<file path="config.mk">
export PLATFORM = sky130hd
export DESIGN_NAME = spi_slave_mem
export DESIGN_NICKNAME = d
export VERILOG_FILES = /design/src/rtl/spi_slave_mem.sv
export SDC_FILE = /design/constraint.sdc
export NUM_CORES = 2
export LEC_CHECK = 0
export CAP_MARGIN = 10
export CORE_ASPECT_RATIO = 1.25
export CORE_UTILIZATION = 50
export DETAILED_ROUTE_END_ITERATION = 8
export PLACE_DENSITY = 0.65
export SYNTH_ARGS = -nofsm -noshare
export SYNTH_HDL_FRONTEND = slang
export SYNTH_SLANG_ARGS = --single-unit
export TNS_END_PERCENT = 1
</file>
<file path="constraint.sdc">
create_clock -name sys_clk_i -period 5.7 [get_ports sys_clk_i]
set_input_delay 1.14 -clock sys_clk_i [delete_from_list [all_inputs] [get_ports sys_clk_i]]
set_output_delay 1.14 -clock sys_clk_i [all_outputs]
set_load 0.01 [all_outputs]
</file>
<file path="src/rtl/spi_slave_mem.sv">
// SPI mode-0 slave fronting a byte-addressable register memory; all pins oversampled on sys_clk_i.
// Latency: 3 clocks from pin edge to action. Backpressure: none, the master paces everything via SCK.
module spi_slave_mem #(
    parameter int         DEPTH  = 256,
    parameter logic [7:0] CMD_WR = 8'h02,
    parameter logic [7:0] CMD_RD = 8'h03
) (
    input  logic sys_clk_i,
    input  logic rst_i,
    input  logic spi_sck_i,
    input  logic spi_csn_i,
    input  logic spi_mosi_i,
    output logic spi_miso_o,
    output logic spi_miso_oe_o,
    output logic wr_strobe_o,
    output logic cmd_err_o,
    output logic txn_done_o
);

    localparam int AW = (DEPTH > 1) ? $clog2(DEPTH) : 1;

    typedef enum logic [2:0] {
        IDLE    = 3'd0,
        CMD     = 3'd1,
        ADDR    = 3'd2,
        DATA_WR = 3'd3,
        DATA_RD = 3'd4,
        IGNORE  = 3'd5
    } state_t;

    state_t          state_q;
    state_t          state_nxt;
    logic [1:0]      sck_sync;
    logic [1:0]      csn_sync;
    logic [1:0]      mosi_sync;
    logic            sck_d;
    logic [2:0]      bit_cnt;
    logic [7:0]      rx_sr;
    logic [7:0]      tx_sr;
    logic [AW-1:0]   addr_q;
    logic            rd_q;
    logic            data_seen;
    logic [7:0]      mem [DEPTH];

    logic            sck_s;
    logic            csn_s;
    logic            mosi_s;
    logic            sck_rise;
    logic            sck_fall;
    logic            byte_done;
    logic [7:0]      byte_val;
    logic            cmd_bad;
    logic            mem_we;

    // Synchronisers are deliberately not reset so a live CSN is seen right after rst_i.
    always_ff @(posedge sys_clk_i) begin
        sck_sync  <= {sck_sync[0], spi_sck_i};
        csn_sync  <= {csn_sync[0], spi_csn_i};
        mosi_sync <= {mosi_sync[0], spi_mosi_i};
        sck_d     <= sck_sync[1];
    end

    assign sck_s     = sck_sync[1];
    assign csn_s     = csn_sync[1];
    assign mosi_s    = mosi_sync[1];
    assign sck_rise  = sck_s & ~sck_d;
    assign sck_fall  = ~sck_s & sck_d;
    assign byte_val  = {rx_sr[6:0], mosi_s};
    assign byte_done = sck_rise & ~csn_s & (bit_cnt == 3'd7);
    assign mem_we    = ~rst_i & (state_q == DATA_WR) & byte_done;

    always_comb begin
        state_nxt = state_q;
        cmd_bad   = 1'b0;
        if (csn_s) begin
            state_nxt = IDLE;
        end else begin
            case (state_q)
                IDLE: state_nxt = CMD;
                CMD: begin
                    if (byte_done) begin
                        if (byte_val == CMD_WR || byte_val == CMD_RD) begin
                            state_nxt = ADDR;
                        end else begin
                            state_nxt = IGNORE;
                            cmd_bad   = 1'b1;
                        end
                    end
                end
                ADDR: begin
                    if (byte_done) begin
                        state_nxt = rd_q ? DATA_RD : DATA_WR;
                    end
                end
                DATA_WR, DATA_RD, IGNORE: state_nxt = state_q;
                default: state_nxt = IDLE;
            endcase
        end
    end

    always_ff @(posedge sys_clk_i) begin
        if (rst_i) begin
            state_q     <= IDLE;
            bit_cnt     <= 3'd0;
            rx_sr       <= 8'd0;
            tx_sr       <= 8'd0;
            addr_q      <= '0;
            rd_q        <= 1'b0;
            data_seen   <= 1'b0;
            wr_strobe_o <= 1'b0;
            cmd_err_o   <= 1'b0;
            txn_done_o  <= 1'b0;
        end else begin
            state_q     <= state_nxt;
            wr_strobe_o <= 1'b0;
            cmd_err_o   <= cmd_bad;
            txn_done_o  <= 1'b0;
            if (csn_s) begin
                // Deselect wins over any coincident SCK edge and drops a partial byte.
                bit_cnt <= 3'd0;
                rx_sr   <= 8'd0;
                tx_sr   <= 8'd0;
                if (data_seen) begin
                    txn_done_o <= 1'b1;
                    data_seen  <= 1'b0;
                end
            end else begin
                if (sck_rise) begin
                    bit_cnt <= bit_cnt + 3'd1;
                    rx_sr   <= byte_val;
                end
                if (state_q == CMD && byte_done) begin
                    rd_q <= (byte_val == CMD_RD);
                end
                if (state_q == ADDR && byte_done) begin
                    addr_q <= byte_val[AW-1:0];
                end
                if ((state_q == DATA_WR || state_q == DATA_RD) && byte_done) begin
                    addr_q    <= addr_q + AW'(1);
                    data_seen <= 1'b1;
                end
                if (state_q == DATA_WR && byte_done) begin
                    wr_strobe_o <= 1'b1;
                end
                // Load on the fall that opens each byte so bit 7 is on MISO before the next rise.
                if (state_q == DATA_RD && sck_fall) begin
                    if (bit_cnt == 3'd0) begin
                        tx_sr <= mem[addr_q];
                    end else begin
                        tx_sr <= {tx_sr[6:0], 1'b0};
                    end
                end
            end
        end
    end

    // Write uses the pre-increment address; contents survive reset.
    always_ff @(posedge sys_clk_i) begin
        if (mem_we) begin
            mem[addr_q] <= byte_val;
        end
    end

    assign spi_miso_o    = (state_q == DATA_RD) ? tx_sr[7] : 1'b0;
    assign spi_miso_oe_o = (state_q == DATA_RD);

endmodule

</file>
==> impl_metrics.tcl <==
set metrics [dict create \
    post-place-ws_ns 0.231 \
    period_share_pct 81.9 \
    firstDrtPassIters 5 \
    clock_sinks 2097 \
    yosysWarnings 0 \
    row_count 165 \
    holdCritPathClass "reg2reg" \
    synth_top_flop_cell "edfxtp_1" \
    critPathBufInv 1 \
    cp_data_required_time_ns 6.17 \
    routed-via-count 42400 \
    placed_area_sq_mm 0.0856 \
    cts.repair.resized 0 \
    wl_per_cell_um 33.4 \
    final_cell_count_no_fill 6665 \
    grt_max_degree 197 \
    final_antenna_net_count 0 \
    design_area_sq_mm 0.0919 \
    ctsHoldBuffers 0 \
    die_area_sq_mm 0.165 \
    clockBufferDepth 3 \
    fp.dieH_um 454 \
    hpwlAfterDp_um 138000 \
    nFillCells 11900 \
    cts_tree "yes" \
    drive_above_1_share_pct 23.4 \
    finalCriticalPeriod_ns 4.67 \
    synth_common_cells "2048 x edfxtp_1, 453 x mux4_2, 330 x nor2_1, 197 x nand2_1, 188 x mux2i_1" \
    syn-num-nets 4092 \
    grtUsageTotal_pct 27.3 \
    dp.cells 6298 \
    skew_ns 0.0404 \
    gp_congestion 0.903 \
    cp_top_family "simple AND/OR/NAND/NOR gates" \
    synth_cells 4080 \
    grt_setup_unrepaired "false" \
    cp-start-kind "input port" \
    setup_tns_ns 0 \
    critPathCaptureType "flop" \
    drt_iter0_drc 5245 \
    synth.largest_area_cell "edfxtp_1" \
    syn2layout_area_growth_pct 12.5 \
    crit_fanout 21 \
    ctsRootBufferMaster "clkbuf_16" \
    async_flop_share_pct 0 \
    initial_core_util_pct 50.4 \
    grt_overflow 0 \
    drt-total-wl_um 223000 \
    setup-violations-final 0 \
    clock_latency_ns 0.86 \
    core_area_sq_mm 0.162 \
    vdd_drop_max_mv 0.306 \
    nNetsFinal 4336 \
    ys_ff_latch 2097 \
    post-cts-setup-buffers 0 \
    grt_pass1_vias 42400 \
    synth.most_common_cell "edfxtp_1" \
    cts_inserted_buffers 195 \
    setup_ws_ns 1.03 \
    path_class "in2reg" \
    yosysUniqueCellTypes 70 \
    htreeDepth 4 \
    grt_pass1_wl_um 315000 \
    synth_sequential_area_ratio_pct 76.5 \
    drt-vias-per-instance 6.36 \
    synth_area_leaders "edfxtp_1 75%, mux4_2 12%, mux2i_1 2.3%" \
    ff_latch_area_sq_mm 0.0625 \
    synth_edf_count 2048 \
    antenna_found_initial 6 \
    relSlewSlack_pct 6.64 \
    fin_worst_hold_slack_ns 0.324 \
    cp_cell_sequence "clkdlybuf4s50_1 > or2_2 > nor3_1 > nor3b_1 > nand2_1 > nor2_1" \
    die_w_um 364 \
    yosysTopAreaCellShare_pct 75.3 \
    multi_input_area_sq_mm 0.0179 \
    maxSlewViolCount 0 \
    finalHoldViolations 0 \
    io_pins 10 \
    cp.arrival_ns 5.14 \
    power_density_mw_per_mm2 324 \
    leakage_nw 28.4 \
    io_buffers 9 \
    status "completed" \
    syn_area_sq_mm 0.0817 \
    max-cap-violations 0 \
    drc_errors 0 \
    fmax_mhz 214 \
    clk_pin_slew_worst_paths_ns 0.06 \
    syn_area_per_cell_sq_um 20.0 \
    tightest_slew_ns 1.40 \
    slowest_stage "nor3b_1" \
    crit_path_max_incr_delay_ns 1.11 \
]
## stage by stage
step	total power, mW	utilization [%]
after global placement	17.1	52.8
final	29.8	56.7
after global routing	30.4	56.7
after detailed placement	17.1	52.8
after floorplan	17.1	-
after CTS	29.9	56.7
## metal layers
layer	GRT usage, %	up-vias	share of wire [%]
li1	-	17300	-
met1	35.5	22300	37
met2	44.4	2330	49
met3	5.42	518	9.0
met4	12.9	4	5.2
met5	0	-	0.0090
## registers in the layout, indices dropped and copies added (netlist names), 3 cells and up, named ones only
name,cells
addr_q,8
bit_cnt,3
state_q,3
tx_sr,8
rx_sr,7
mem,2048
## report_power, final
| group | internal (mW) | total (mW) | switching (mW) | leakage (nW) |
|---|---|---|---|---|
| Clock | 7.36 | 13.0 | 5.62 | 3.07 |
| Sequential | 16.7 | 16.7 | 0.0172 | 19.3 |
| Combinational | 0.00911 | 0.0599 | 0.0508 | 5.98 |
## area by class of cell
| type | count | share of cell area (%) |
|---|---|---|
| diodes | 3 | 0.00817 |
| clock buffers | 261 | 5.75 |
| clock inverters | 103 | 1.11 |
| inverters | 14 | 0.0612 |
| multi-input cells | 1728 | 19.5 |
| flip-flops and latches | 2097 | 68.0 |
| well taps | 2171 | 2.95 |
| repair buffers | 288 | 2.62 |
## path summary, 6_finish.rpt
check,from,to,slack [ns],cells after the start
min reg2reg,mosi_sync[0],mosi_sync[1],0.32,0
max,rst_i,mem[16][1],1.03,6
min,mosi_sync[0],mosi_sync[1],0.32,0
max reg2reg,sck_sync[1],mem[16][1],1.05,6
## cell usage in the layout (no fill, tap or decap), types with 7 or more instances in the layout
master / Yosys / final
a22oi_1: 33 / 33
dfxtp_1: 49 / 35
mux2_2: 16 / 16
nand2b_1: 15 / 14
nor2_1: 330 / 329
buf_12: 0 / 18
nor2b_1: 17 / 13
and2_1: 16 / 16
o22ai_1: 52 / 52
o221ai_1: 49 / 49
o21ai_0: 33 / 33
nand2_1: 197 / 196
nor3_1: 25 / 24
clkbuf_1: 107 / 57
or2_2: 8 / 8
mux4_2: 453 / 453
o211ai_1: 12 / 12
and3_1: 10 / 10
a211oi_1: 16 / 16
clkbuf_16: 0 / 201
ha_1: 7 / 7
inv_1: 11 / 9
nand3_1: 46 / 42
a21oi_1: 74 / 74
bufinv_16: 0 / 19
buf_4: 42 / 261
dfxtp_4: 0 / 12
clkinv_1: 0 / 44
edfxtp_1: 2048 / 2048
nor4_1: 9 / 9
clkdlybuf4s50_1: 0 / 9
clkinv_2: 0 / 30
mux2i_1: 188 / 188
a31oi_1: 25 / 25
## cells by family (layout without fill, tap and decap cells)
kind of cell,after synthesis,in the layout,synth area share (%)
flops,2097,2097,76.5
simple gates,699,699,3.67
mux,658,658,15.0
compound gates,363,363,3.06
buf+inv,255,666,1.69
fa+ha+maj,7,7,0.107
xor+xnor,1,1,0.0107
other cells,0,3,0
No activity file was read; power rests on OpenSTA's default activity.
